--- src/rtl/division_dispatcher.sv ---
// -----------------------------------------------------------------------------
// division_dispatcher
//
// Front-end for the slow_division1 divider. Operand pairs arrive on a
// valid/ready input and are buffered in a small FIFO. One divide runs at a
// time: the dispatcher pops an entry, holds Nr/Dr on div_nr/div_dr, pulses
// div_start for one cycle and waits for a rising edge on div_done (or a
// timeout). The quotient/remainder land in a single output register that is
// drained with valid/ready.
//
// Optional feature macro: DIV_ZERO_BYPASS_EN
//   defined   : entries with Dr==0 never reach the divider; an error result
//               (Q=all ones, R=Nr, err=1) is produced the cycle after the pop.
//   undefined : Dr==0 is dispatched like any other operand pair.
//
// Parameters
//   WIDTH        operand/result width
//   DEPTH        operand FIFO entries (power of 2, >=2)
//   TIMEOUT_CYC  maximum WAIT cycles before the divide is abandoned (>=2)
//
// Ports
//   clk, reset            clock (rising edge), async active-high reset
//   in_valid/in_ready     operand handshake, in_ready = FIFO not full
//   in_nr, in_dr          dividend / divisor
//   div_start             one-cycle start pulse to the divider
//   div_nr, div_dr        operands to the divider, held from pop to next pop
//   div_done, div_q/r     divider completion flag and results
//   out_valid/out_ready   result handshake
//   out_q, out_r, out_err result and error flag (timeout / divide-by-zero)
//   busy                  FSM is not idle
//   level                 FIFO occupancy
// -----------------------------------------------------------------------------
module division_dispatcher #(
  parameter int WIDTH       = 4,
  parameter int DEPTH       = 4,
  parameter int TIMEOUT_CYC = 32
) (
  input  logic                     clk,
  input  logic                     reset,
  input  logic                     in_valid,
  output logic                     in_ready,
  input  logic [WIDTH-1:0]         in_nr,
  input  logic [WIDTH-1:0]         in_dr,
  output logic                     div_start,
  output logic [WIDTH-1:0]         div_nr,
  output logic [WIDTH-1:0]         div_dr,
  input  logic                     div_done,
  input  logic [WIDTH-1:0]         div_q,
  input  logic [WIDTH-1:0]         div_r,
  output logic                     out_valid,
  input  logic                     out_ready,
  output logic [WIDTH-1:0]         out_q,
  output logic [WIDTH-1:0]         out_r,
  output logic                     out_err,
  output logic                     busy,
  output logic [$clog2(DEPTH):0]   level
);

  localparam int AW = $clog2(DEPTH);
  localparam int CW = $clog2(TIMEOUT_CYC);

  typedef enum logic [1:0] {
    ST_IDLE   = 2'd0,
    ST_LAUNCH = 2'd1,
    ST_WAIT   = 2'd2
  } state_t;

  state_t r_state;
  state_t w_nextState;

  // FIFO storage and bookkeeping
  logic [WIDTH-1:0] r_memNr [DEPTH];
  logic [WIDTH-1:0] r_memDr [DEPTH];
  logic [AW-1:0]    r_wrPtr;
  logic [AW-1:0]    r_rdPtr;
  logic [AW:0]      r_level;

  // Divider-side registers
  logic [WIDTH-1:0] r_divNr;
  logic [WIDTH-1:0] r_divDr;
  logic             r_doneQ;
  logic [CW-1:0]    r_cnt;

  // Output slot
  logic             r_outValid;
  logic [WIDTH-1:0] r_outQ;
  logic [WIDTH-1:0] r_outR;
  logic             r_outErr;

  logic             w_full;
  logic             w_empty;
  logic             w_push;
  logic             w_pop;
  logic             w_outFree;
  logic [WIDTH-1:0] w_headNr;
  logic [WIDTH-1:0] w_headDr;
  logic             w_bypass;
  logic             w_bypassLoad;
  logic             w_complete;
  logic             w_timeout;

  // Full blocks pushes even if a pop happens in the same cycle, which keeps
  // in_ready a pure function of registered state.
  assign w_full   = (r_level == (AW+1)'(DEPTH));
  assign w_empty  = (r_level == '0);
  assign w_push   = in_valid && !w_full;
  assign in_ready = !w_full;
  assign level    = r_level;

  assign w_headNr = r_memNr[r_rdPtr];
  assign w_headDr = r_memDr[r_rdPtr];

  // The output slot counts as free when it is empty or draining this cycle,
  // so a new result can load on the same edge the old one leaves.
  assign w_outFree = !r_outValid || out_ready;

  // Pop only from IDLE: this guarantees a single divide in flight and that
  // the output slot is reserved for the popped entry's result.
  assign w_pop = (r_state == ST_IDLE) && !w_empty && w_outFree;

`ifdef DIV_ZERO_BYPASS_EN
  assign w_bypass = (w_headDr == '0);
`else
  assign w_bypass = 1'b0;
`endif

  assign w_bypassLoad = w_pop && w_bypass;

  // Completion is the rising edge of div_done, so a done flag the divider
  // still holds from the previous operation is not mistaken for this one.
  assign w_complete = (r_state == ST_WAIT) && div_done && !r_doneQ;
  assign w_timeout  = (r_state == ST_WAIT) && !w_complete &&
                      (r_cnt == CW'(TIMEOUT_CYC - 1));

  // FIFO storage is written without reset; only pointers/level define validity.
  always_ff @(posedge clk) begin
    if (w_push) begin
      r_memNr[r_wrPtr] <= in_nr;
      r_memDr[r_wrPtr] <= in_dr;
    end
  end

  // FIFO pointers wrap naturally because DEPTH is a power of two.
  always_ff @(posedge clk or posedge reset) begin
    if (reset) begin
      r_wrPtr <= '0;
      r_rdPtr <= '0;
      r_level <= '0;
    end else begin
      if (w_push) begin
        r_wrPtr <= r_wrPtr + AW'(1);
      end
      if (w_pop) begin
        r_rdPtr <= r_rdPtr + AW'(1);
      end
      case ({w_push, w_pop})
        2'b10:   r_level <= r_level + (AW+1)'(1);
        2'b01:   r_level <= r_level - (AW+1)'(1);
        default: r_level <= r_level;
      endcase
    end
  end

  // State register
  always_ff @(posedge clk or posedge reset) begin
    if (reset) begin
      r_state <= ST_IDLE;
    end else begin
      r_state <= w_nextState;
    end
  end

  // Next-state logic
  always_comb begin
    w_nextState = r_state;
    case (r_state)
      ST_IDLE: begin
        if (w_pop && !w_bypass) begin
          w_nextState = ST_LAUNCH;
        end
      end
      ST_LAUNCH: begin
        w_nextState = ST_WAIT;
      end
      ST_WAIT: begin
        if (w_complete || w_timeout) begin
          w_nextState = ST_IDLE;
        end
      end
      default: begin
        w_nextState = ST_IDLE;
      end
    endcase
  end

  // State-decoded outputs
  always_comb begin
    div_start = 1'b0;
    busy      = 1'b0;
    case (r_state)
      ST_LAUNCH: begin
        div_start = 1'b1;
        busy      = 1'b1;
      end
      ST_WAIT: begin
        busy = 1'b1;
      end
      default: begin
        div_start = 1'b0;
        busy      = 1'b0;
      end
    endcase
  end

  // Operands are captured at pop and held until the next pop.
  always_ff @(posedge clk or posedge reset) begin
    if (reset) begin
      r_divNr <= '0;
      r_divDr <= '0;
    end else if (w_pop) begin
      r_divNr <= w_headNr;
      r_divDr <= w_headDr;
    end
  end

  assign div_nr = r_divNr;
  assign div_dr = r_divDr;

  // Delayed div_done for edge detection
  always_ff @(posedge clk or posedge reset) begin
    if (reset) begin
      r_doneQ <= 1'b0;
    end else begin
      r_doneQ <= div_done;
    end
  end

  // Timeout counter: cleared in LAUNCH, counts WAIT cycles.
  always_ff @(posedge clk or posedge reset) begin
    if (reset) begin
      r_cnt <= '0;
    end else if (r_state == ST_LAUNCH) begin
      r_cnt <= '0;
    end else if ((r_state == ST_WAIT) && !w_complete && !w_timeout) begin
      r_cnt <= r_cnt + CW'(1);
    end
  end

  // Output register. Loads never collide with a pending result because the
  // slot was reserved at pop time; out_q/out_r are left untouched on drain.
  always_ff @(posedge clk or posedge reset) begin
    if (reset) begin
      r_outValid <= 1'b0;
      r_outQ     <= '0;
      r_outR     <= '0;
      r_outErr   <= 1'b0;
    end else if (w_complete) begin
      r_outValid <= 1'b1;
      r_outQ     <= div_q;
      r_outR     <= div_r;
      r_outErr   <= 1'b0;
    end else if (w_timeout) begin
      r_outValid <= 1'b1;
      r_outQ     <= '0;
      r_outR     <= '0;
      r_outErr   <= 1'b1;
    end else if (w_bypassLoad) begin
      r_outValid <= 1'b1;
      r_outQ     <= {WIDTH{1'b1}};
      r_outR     <= w_headNr;
      r_outErr   <= 1'b1;
    end else if (r_outValid && out_ready) begin
      r_outValid <= 1'b0;
    end
  end

  assign out_valid = r_outValid;
  assign out_q     = r_outQ;
  assign out_r     = r_outR;
  assign out_err   = r_outErr;

endmodule

--- config.mk ---
export PLATFORM = sky130hd
export DESIGN_NAME = division_dispatcher
export DESIGN_NICKNAME = d
export VERILOG_FILES = /design/src/rtl/division_dispatcher.sv
export SDC_FILE = /design/constraint.sdc
export NUM_CORES = 1
export LEC_CHECK = 0
export ABC_AREA = 1
export CELL_PAD_IN_SITES_DETAIL_PLACEMENT = 2
export CELL_PAD_IN_SITES_GLOBAL_PLACEMENT = 2
export CORE_MARGIN = 1.5
export CORE_UTILIZATION = 30
export DETAILED_ROUTE_END_ITERATION = 10
export PLACE_DENSITY_LB_ADDON = 0.25
export SLEW_MARGIN = 15
export SYNTH_ARGS = -nofsm -noshare
export SYNTH_HDL_FRONTEND = slang
export SYNTH_SLANG_ARGS = --single-unit
export TNS_END_PERCENT = 10
--- constraint.sdc ---
create_clock -name clk -period 2.8 [get_ports clk]
set_clock_uncertainty 0.1 [all_clocks]
set_input_delay 0.28 -clock clk [delete_from_list [all_inputs] [get_ports clk]]
set_output_delay 0.28 -clock clk [all_outputs]
set_load 0.005 [all_outputs]
; Word level (Yosys, flattened, before mapping)
; Memory sizes are Yosys's and may differ from the RTL's. A register that Yosys moved wholly into a read port is not among the register bits.
; Index checks and enable logic that the tools add are counted.
[op_classes]
n_addsub = 5
eq_ne = 8
mux = 18
reduce_logical = 25
[op_table]
columns = operator, count
row1 = two-way mux 4 bit, 3
row2 = two-way mux 5 bit, 2
row3 = logical AND 1 bit, 9
row4 = two-way mux 1 bit, 9
row5 = zero test 1 bit, 6
row6 = case mux 2 bit (3 select lines), 1
row7 = case mux 3 bit (2 select lines), 1
row8 = nonzero test 2 bit, 3
row9 = "adder 5 x 1 -> 5 bit, second input constant", 1
row10 = "== test 5 bit, second input constant", 1
row11 = "adder 2 x 1 -> 2 bit, second input constant", 2
row12 = "== test 2 x 1 -> 1 bit, second input constant", 2
row13 = "== test 2 bit, second input constant", 2
row14 = two-way mux 2 bit, 2
row15 = "adder 3 x 1 -> 3 bit, second input constant", 1
row16 = "== test 3 bit, second input constant", 1
row17 = zero test 3 bit, 1
row18 = nonzero test 3 bit, 1
row19 = "subtractor 3 x 1 -> 3 bit, second input constant", 1
row20 = zero test 2 bit, 1
row21 = logical OR 1 bit, 2
row22 = "inequality test 2 x 1 -> 1 bit, second input constant", 1
row23 = "inequality test 2 bit, second input constant", 1
row24 = AND reduction 2 bit, 1
row25 = OR reduction 2 bit, 1
[totals]
register_bits = 25
mem_bits_rw = 32
input_bits = 21
output_inout_bits = 24
wordCells = 68
memories = 2
[memory_table]
columns = memory, depth, word_bits, rd, rd_clocked_by_memory_dff, wr, line
row1 = r_memDr, 4, 4, 1, 1, 1, 73  ; logic [WIDTH-1:0] r_memDr [DEPTH];
row2 = r_memNr, 4, 4, 1, 1, 1, 72  ; logic [WIDTH-1:0] r_memNr [DEPTH];

; Logic depth before layout (Yosys ltp)
; Gate-level depths: netlist of run 1.
[logic_depth]
depth_word = 10
ltp_mapped = 11
ltp_nobuf = 10

; Worst setup path after synthesis of run 1
; Ideal clock, no wire load.
[synth_timing]
path_type = register to register
from = register r_state[0]
to = register r_level[2] (netlist: level[2])
setup_time_ns = 0.131
arrival_ns = 1.875
slack_ns = 0.694
path_stages_with_launch = 12
period_less_slack_ns = 2.106
path_cell_list = dfrtp_1 -> inv_1 -> ha_1 -> nand2_1 -> nor2_1 -> buf_4 -> ha_1 -> inv_1 -> fa_1 -> a21oi_1 -> o21ai_0 -> xor2_1
[synth_via]
elab_chain_cells = 5
word_cells_on_any_way = 7
cone_classes = eq/ne: 2 / mux: 1 / reduce/logical: 4
[synth_rtl]
columns = element, line
row1 = from (decl), 68  ; state_t r_state;
row2 = from (signal assigned), 169  ; r_state <= w_nextState;
row3 = zero test 2 bit *, 119  ; assign w_pop = (r_state == ST_IDLE) && !w_empty && w_outFree;
row4 = logical AND 1 bit * (2 in series), 119
row5 = via w_pop, 93  ; logic w_pop;
row6 = == test 2 x 1 -> 1 bit or == test 2 bit (tied branches), 156  ; case ({w_push, w_pop})
row7 = case mux 3 bit (2 select lines) or nonzero test 2 bit (tied branches), --
row8 = to (signal assigned), 157  ; 2'b10: r_level <= r_level + (AW+1)'(1);
row9 = to (signal assigned), 158  ; 2'b01: r_level <= r_level - (AW+1)'(1);
row10 = to (signal assigned), 159  ; default: r_level <= r_level;
row11 = to (decl), 76  ; logic [AW:0] r_level;
; Mark *: on every way through the listed nets, which the timed path passes. The rest lies on a longest branch.
; A chain may end at the register's enable or synchronous reset.

; Worst setup path after layout of run 1
[layout_timing]
from = register r_state[0]
to = register r_level[2] (netlist: level[2])
[layout_via]
elab_chain_cells = 5
word_cells_on_any_way = 7
cone_classes = eq/ne: 2 / mux: 1 / reduce/logical: 4
[layout_rtl]
columns = element, line
row1 = zero test 2 bit *, 119
row2 = logical AND 1 bit * (2 in series), 119
row3 = == test 2 x 1 -> 1 bit or == test 2 bit (tied branches), 156
row4 = case mux 3 bit (2 select lines) or nonzero test 2 bit (tied branches), --
; Every way passes the cells marked *; elsewhere a longest branch is shown, timed or not.

==> flow_summary.toml, run 1 <==
[critical_path]
cp_top_family = "adder cells"
setup.worst_path.end_class = "flop"
max_stage_delay_ns = 0.40
crit_slowest_cell = "dfrtp_1"
crit_arrival_ns = 2.30
cp-start-kind = "flop"
critical_path_required_ns = 2.91
cp_num_buf_inv = 2
cp_max_fo = 3
worst-setup-path-type = "reg2reg"
path_cells = "inv_1, ha_1, nand2_1, nor2_1, ha_1, inv_1, fa_1, a21oi_1, o21ai_0, xor2_1"

[final_layout]
finalNetCount = 348
synthToLayoutAreaGrowth_pct = 26.0
stdcell_area_um2 = 3580
antenna_cells = 0
fillers = 984
drive_above_1_share_pct = 8.10

[clock_network]
cts_resized = 0
cts_hold_buf = 0
htreeDepth = 3
cts.sink_count = 65
cts.clk_slew.worst_paths_ns = 0.08
cts_tree = "built"
cts_made_buffers = 9
clkLatencyLatePin_ns = 0.34
cts_setup_buffers = 0
cts.path.max_buffers = 2
cts-root-buf = "clkbuf_8"

[grt]
grt_start_max_net_pins = 35
antenna_found_initial = 0
groute.layer.met2.usage_pct = 23.5
grt_pass1_vias = 2208
busiest_layer = "met2"
grt_use_met1_pct = 17.7
grt_pass1_wl_mm = 10.8
grt_util_all_layers_pct = 13.9
met3_usage_pct = 4.04
grt_overflow = 0

[synth]
ys_top_cells_by_area = "edfxtp_1 34%, dfrtp_1 29%, nand2_1 6.0%, inv_1 5.7%, nand3_1 5.5%"
synth_edf_count = 32
synth-seq-cells = 65
synth_top_area_cell = "edfxtp_1"
synth_commonest_cells = "45 x nand2_1, 43 x inv_1, 33 x dfrtp_1, 32 x edfxtp_1, 31 x nand3_1"
synthDominantCellAreaShare_pct = 33.9
syn_inst = 265
synthArstFlopShare_pct = 50.8
synthesis.nets = 297
yosysMostFrequentCell = "nand2_1"
synth_cell_types = 23
avgSynthCellArea_um2 = 10.7
synth_ff_type = "dfrtp_1"
synth_warnings = 0
synth_area_um2 = 2840
ys_seq_area_share_pct = 63.0

[die]
die_w_um = 100
initial_core_util_pct = 30.9
ioPinCount = 45
die_y_um = 100
fp.dieArea_um2 = 10100
core_area_um2 = 9200
core.rowCount = 35

[power]
peakVddDrop_mv = 0.563
p_leak_nw = 1.59
p_per_area_nw_per_um2 = 1040
power_mw = 3.72

[placed_design]
gp_congestion = 0.680
placed_area_um2 = 3400
numPortBuffers = 44
place_hpwl_mm = 4.34

[timing]
min_period_ns = 2.19
slew_viol_final = 0
setup_viol = 0
tightest_slew_ns = 0.942
hold_viol = 0
period_share_pct = 78.1
setup_tns_ns = 0
timing.fmax_mhz = 457
rsz0062_at_grt = "no"
maxSlewHeadroom_pct = 37.2

[run]
drv_cap = 0

[route]
wl_mm = 6.30
drtIter0Drc = 33
drc = 0
via_per_inst = 4.63
drtAntennaViolNets = 0
wire_per_inst_um = 14.6
num_vias = 1998
first_pass_iters = 3

[status]
status = "complete, no violations"

[min_path]
worst_hold_path_type = "in2async"
worst paths after layout:
| path | slack [ns] | from | end | depth (start not counted) |
|---|---|---|---|---|
| max in group asynchronous | 2.02 | reset | r_wrPtr[1] | 3 |
| max | 0.61 | r_state[0] | level[2] | 10 |
| min in group clk | 0.34 | div_done | r_doneQ | 1 |
| min | 0.25 | reset | div_dr[0] | 3 |
| min reg2reg | 0.38 | div_dr[2] | div_dr[2] | 2 |
| max reg2reg | 0.61 | r_state[0] | level[2] | 10 |
sequential cells by signal (all words and copies together), names as in the netlist, 2 cells and up:
| signal | flops |
|---|---|
| level | 3 |
| r_rdPtr | 2 |
| out_q | 4 |
| r_wrPtr | 2 |
| r_cnt | 5 |
| r_state | 2 |
| r_memNr | 16 |
| r_memDr | 16 |
| div_dr | 4 |
| out_r | 4 |
| div_nr | 4 |
routing by layer:
metal,vias to the layer above,wire length (um),share of wire (%)
li1,970,-,-
met4,0,62,0.98
met5,-,0,0
met2,26,3190,51
met1,996,2840,45
met3,6,201,3.2
power breakdown:
part / total [mW] / internal, mW / switching, mW
Combinational: 1.44 / 0.684 / 0.761
Clock: 0.701 / 0.324 / 0.376
Sequential: 1.57 / 1.32 / 0.252
through the flow:
stage	util, %	hold slack [ns]	setup slack, ns	cells
6_report	38.9	0.247	0.612	432
5_1_grt	38.9	0.293	0.452	432
4_1_cts	38.9	0.265	0.601	432
3_5_place_dp	37.0	0.373	0.415	416
3_3_place_gp	37.0	0.363	0.500	416
2_1_floorplan	-	0.211	0.694	265
cell usage in the layout (no fill, tap or decap):
cell type        instances
nand3b_1                 1
nand2_4                  1
clkbuf_8                 9
nor2_1                   9
buf_4                    6
ha_1                    10
dfrtp_1                 33
clkdlybuf4s50_1         44
clkinv_4                 2
clkbuf_1                 1
xnor2_1                  1
o21ai_0                 19
o211ai_1                 8
nand2_2                  1
clkinvlp_4               1
inv_6                    1
inv_1                   43
clkinv_1                 1
clkinv_2                 2
nand3_1                 31
fa_1                     1
nand3_4                  1
xor2_1                   5
edfxtp_1                32
a21oi_1                 11
nand3_2                  2
nand2_1                 45
cells by family after synthesis:
kind of cell             share of synthesized area [%]
AO/OA/AOI/OAI                                     7.41
XOR/XNOR                                          1.85
buffers and inverters                             7.85
AND/OR/NAND/NOR                                   14.8
adder cells (fa/ha/maj)                           5.11
flip-flops                                        63.0
worst min-delay path, stage by stage:
cell             delay, ns
clkdlybuf4s50_1       0.39
inv_1                 0.05
buf_4                 0.40
layout make-up:
type | instances | area [um^2] | share of cell area (%)
tap | 111 | 139 | 3.88
clock buffer | 10 | 128 | 3.57
sequential | 65 | 1790 | 50.0
clock inverter | 6 | 43.8 | 1.22
inverter | 44 | 165 | 4.62
timing repair buffer | 50 | 485 | 13.6
multi-input combinational | 146 | 828 | 23.2
Note: power is estimated with default switching activity, not from simulation.
==> run 2: changes to the inputs <==
- clock period: 2.8 -> 1.95 ns (I/O delays scaled with it)
==> flow_summary.toml, run 2 (synthesis results as in run 1) <==
[critical_path]
crit_arrival_ns = 2.02
setup.worst_path.end_class = "flop"
worst-setup-path-type = "reg2reg"
cp-start-kind = "flop"
reg2regPathDepth = 10
cp_max_fo = 2
critical_path_required_ns = 2.08

[clock_network]
cts.path.max_buffers = 2
cts_tree = "built"
htreeDepth = 3
cts_hold_buf = 0
cts.sink_count = 65
cts_made_buffers = 9
cts.clk_slew.worst_paths_ns = 0.08
cts-root-buf = "clkbuf_8"
clkLatencyLatePin_ns = 0.34

[die]
core.rowCount = 35
fp.dieArea_um2 = 10100
initial_core_util_pct = 30.9
die_w_um = 100
core_area_um2 = 9200
ioPinCount = 45
die_y_um = 100

[timing]
hold_viol = 0
rsz0062_at_grt = "yes"
setup_viol = 0
maxSlewHeadroom_pct = 59.7
tightest_slew_ns = 0.605
min_period_ns = 1.88
timing.fmax_mhz = 531
slew_viol_final = 0
period_share_pct = 96.6

[grt]
grt_pass1_vias = 2364
grt_pass1_wl_mm = 12.2
grt_overflow = 0
grt_util_all_layers_pct = 16.3
grt_start_max_net_pins = 35
antenna_found_initial = 0

[final_layout]
drive_above_1_share_pct = 16.2
finalNetCount = 366
mostFrequentLayoutCells = "43 x nand2_1, 43 x clkdlybuf4s50_1, 40 x inv_1"
top_regs = "r_memDr (16), r_memNr (16), r_cnt (5)"
fillers = 971
final_cells = 450
stdcell_area_um2 = 3800
synthToLayoutAreaGrowth_pct = 34.0
post-route-util_pct = 41.3
antenna_cells = 0

[power]
peakVddDrop_mv = 0.673
p_leak_nw = 1.70
p_per_area_nw_per_um2 = 1560

[route]
drtIter0Drc = 43
wl_mm = 7.17
wire_per_inst_um = 15.9
drtAntennaViolNets = 0
num_vias = 2083
first_pass_iters = 4
via_per_inst = 4.63
drc = 0

[placed_design]
place_hpwl_mm = 4.95
gp_congestion = 0.732
dp_cells = 431
placed_area_um2 = 3530
numPortBuffers = 44

[status]
status = "complete, no violations"

[run]
drv_cap = 0

[min_path]
worst_hold_path_type = "in2async"
run 2: cell types whose count changed in the layout (fill, tap and decap cells not counted), moves of 2 or more:
| cell | change |
|---|---|
| buf_4 | +18 |
| ha_1 | -3 |
| ha_4 | +3 |
| inv_1 | -3 |
| inv_2 | +3 |
| clkbuf_8 | +2 |
| clkinv_4 | -2 |
| nand2_1 | -2 |
run 2: what timing repair did:
| action | in CTS | in global routing |
|---|---|---|
| setup buffers | 1 | 2 |
| resized for setup | 8 | 5 |
| hold endpoints to repair | 0 | 0 |
| pin swaps | 1 | 5 |
| setup endpoints to repair | 3 | 2 |
run 2: routing by layer:
layer | part of all wire (%) | vias to the layer above | global-route usage (%)
li1 | - | 1005 | -
met1 | 42 | 1035 | 19.6
met2 | 53 | 32 | 28.5
met3 | 2.8 | 11 | 3.34
met4 | 1.9 | 0 | 6.83
met5 | 0 | - | 0
run 2: final timing paths:
kind                            start          to  slack, ns
min in group clk             div_done     r_doneQ       0.24
min reg2reg                 div_nr[0]   div_nr[0]       0.38
max reg2reg                r_state[1]    level[2]       0.07
max                        r_state[1]    level[2]       0.07
min                             reset   div_nr[3]       0.16
max in group asynchronous       reset  r_wrPtr[0]       1.26
run 2: through the flow:
| stage | power [mW] | setup TNS [ns] | setup slack (ns) | hold WS (ns) |
|---|---|---|---|---|
| floorplan | 3.48 | -0.0589 | -0.0589 | 0.126 |
| global placement | 4.52 | -0.309 | -0.215 | 0.364 |
| detailed placement | 4.65 | -0.544 | -0.327 | 0.373 |
| CTS | 5.94 | 0 | 0.0192 | 0.181 |
| global route | 6.43 | -0.0378 | -0.0378 | 0.221 |
| finish | 5.91 | 0 | 0.0665 | 0.159 |
run 2: area by class of cell:
type | instances | area (um^2) | share of cell area, %
sequential | 65 | 1790 | 47.0
multi-input combinational | 146 | 893 | 23.5
timing repair buffer | 68 | 623 | 16.4
clock buffer | 14 | 184 | 4.84
inverter | 44 | 165 | 4.34
tap | 111 | 139 | 3.65
clock inverter | 2 | 10.0 | 0.263
run 2: power by group:
part | switching (mW) | leakage (nW) | internal, mW | total (mW)
sequential | 0.265 | 0.704 | 1.90 | 2.16
clock | 0.520 | 0.102 | 0.606 | 1.13
combinational | 1.35 | 0.896 | 1.27 | 2.62
run 2: critical path: stages (launching register included):
cell	delay [ns]
dfrtp_1	0.40
inv_2	0.09
ha_4	0.14
nand2_4	0.05
nor2_4	0.11
ha_4	0.14
inv_2	0.04
fa_2	0.35
a21oi_2	0.15
o21ai_2	0.07
xor2_1	0.13
==> run 3: changes to the inputs <==
- ABC_AREA: 1 -> not set
- CELL_PAD_IN_SITES_DETAIL_PLACEMENT: 2 -> 0
- CELL_PAD_IN_SITES_GLOBAL_PLACEMENT: 2 -> 1
==> flow_summary.toml, run 3 <==
[status]
status = "complete, no violations"

[route]
num_vias = 1505
drc = 0
first_pass_iters = 4
wire_per_inst_um = 14.2
via_per_inst = 4.32
drtAntennaViolNets = 0
drtIter0Drc = 145
wl_mm = 4.95

[synth]
synth_edf_count = 32
synth_cell_types = 29
ys_top_cells_by_area = "edfxtp_1 36%, dfrtp_1 31%, mux4_2 6.8%, ha_1 4.7%, mux2_2 4.2%"
syn_inst = 158
synth-seq-cells = 65
synthArstFlopShare_pct = 50.8
yosysMostFrequentCell = "dfrtp_1"
synth_area_um2 = 2660
synth_top_area_cell = "edfxtp_1"
synth_commonest_cells = "33 x dfrtp_1, 32 x edfxtp_1, 10 x ha_1, 10 x inv_1, 10 x mux2_2"
synthesis.nets = 190
synthDominantCellAreaShare_pct = 36.1
synth_warnings = 0
synth_ff_type = "dfrtp_1"
avgSynthCellArea_um2 = 16.8
ys_seq_area_share_pct = 67.2

[grt]
busiest_layer = "met2"
antenna_found_initial = 0
grt_util_all_layers_pct = 11.6
grt_start_max_net_pins = 34
grt_overflow = 0
groute.layer.met2.usage_pct = 17.7
grt_pass1_vias = 1653
grt_use_met1_pct = 15.4
met3_usage_pct = 3.60
grt_pass1_wl_mm = 8.41

[final_layout]
drive_above_1_share_pct = 30.4
top_regs = "r_memDr (16), r_memNr (16), r_cnt (5)"
layout_commonest_cell = "clkdlybuf4s50_1"
antenna_cells = 0
finalNetCount = 267
mostFrequentLayoutCells = "43 x clkdlybuf4s50_1, 33 x dfrtp_1, 32 x edfxtp_1"
final_cells = 348
synthToLayoutAreaGrowth_pct = 36.0

[clock_network]
clkLatencyLatePin_ns = 0.34
cts.path.max_buffers = 2
htreeDepth = 3
cts-root-buf = "clkbuf_8"
cts.sink_count = 65
cts_made_buffers = 9
cts.clk_slew.worst_paths_ns = 0.08
cts_tree = "built"

[die]
die_w_um = 97.2
fp.dieArea_um2 = 9440
initial_core_util_pct = 30.8
die_y_um = 97.2
ioPinCount = 45
core_area_um2 = 8640
core.rowCount = 34

[placed_design]
gp_congestion = 0.704
numPortBuffers = 44
place_hpwl_mm = 3.29
dp_cells = 329
pre_cts_ws_ns = -0.152

[power]
p_leak_nw = 1.48
peakVddDrop_mv = 0.507
p_per_area_nw_per_um2 = 1500

[timing]
maxSlewHeadroom_pct = 69.6
whs_ns = 0.156
timing.fmax_mhz = 535
hold_viol = 0
min_period_ns = 1.87
rsz0062_at_grt = "yes"
slew_viol_final = 0
setup_viol = 0
timing.final.ws_setup_ns = 0.0815
setup_tns_ns = 0
period_share_pct = 95.8
tightest_slew_ns = 0.456

[critical_path]
worst-setup-path-type = "reg2reg"
crit_arrival_ns = 2.02
critical_path_required_ns = 2.11
cp-start-kind = "flop"
cp_max_fo = 3
setup.worst_path.end_class = "flop"

[run]
drv_cap = 0

[min_path]
worst_hold_path_type = "in2async"
## run 3: critical path, stage by stage (launching register included)
cell and delay, ns:
dfrtp_1 0.40, inv_2 0.09, ha_4 0.15, o311ai_4 0.10
inv_2 0.08, ha_4 0.12, inv_2 0.03, fa_2 0.32
xor2_1 0.14, nor2_1 0.11, xor2_1 0.15
## run 3: timing repair
item	CTS	global route
resized for setup	2	5
pin swaps	0	5
setup endpoints to repair	1	2
hold buffers	0	0
setup buffers	0	3
## run 3: final cells by class
| type | instances | area [um^2] |
|---|---|---|
| clock inverters | 6 | 43.8 |
| inverters | 10 | 37.5 |
| clock buffers | 10 | 128 |
| repair buffers | 70 | 638 |
| multi-input cells | 79 | 848 |
| well taps | 108 | 135 |
| flip-flops and latches | 65 | 1790 |
| fillers | 788 | 5020 |
## run 3: final timing paths
check | start | to | slack [ns] | cells after the start
setup / recovery | r_state[0] | level[2] | 0.08 | 10
hold reg to reg | out_err | out_err | 0.40 | 2
min in group clk | div_done | r_doneQ | 0.22 | 1
hold / removal | reset | out_q[2] | 0.16 | 3
max in group asynchronous | reset | level[1] | 1.25 | 3
setup reg to reg | r_state[0] | level[2] | 0.08 | 10
## run 3: cells by family (layout without fill, tap and decap cells)
group,Yosys count,in the layout,synth area share (%)
compound gates,15,15,4.61
xor+xnor,9,9,2.96
fa+ha+maj,11,11,5.46
buf+inv,14,96,2.54
flops,65,65,67.2
mux,21,21,12.1
simple gates,23,23,5.13
## run 3: where the power goes
part | internal (mW) | switching [mW] | leakage, nW
Combinational | 1.42 | 0.875 | 0.689
Sequential | 1.90 | 0.244 | 0.700
Clock | 0.465 | 0.528 | 0.0866
## run 3: stage by stage
| step | area, um^2 | util, % | total power, mW |
|---|---|---|---|
| floorplan | 2690 | - | 3.40 |
| global placement | 3410 | 39.4 | 4.44 |
| detailed placement | 3410 | 39.4 | 4.45 |
| CTS | 3590 | 41.5 | 5.49 |
| global route | 3620 | 41.9 | 5.86 |
| finish | 3620 | 41.9 | 5.44 |
## run 3: metal layers
metal	routed length, um	part of all wire [%]	vias to the layer above
li1	-	-	740
met3	160	3.2	6
met1	2320	47	740
met2	2410	49	19
met5	0	0	-
met4	57	1.2	0
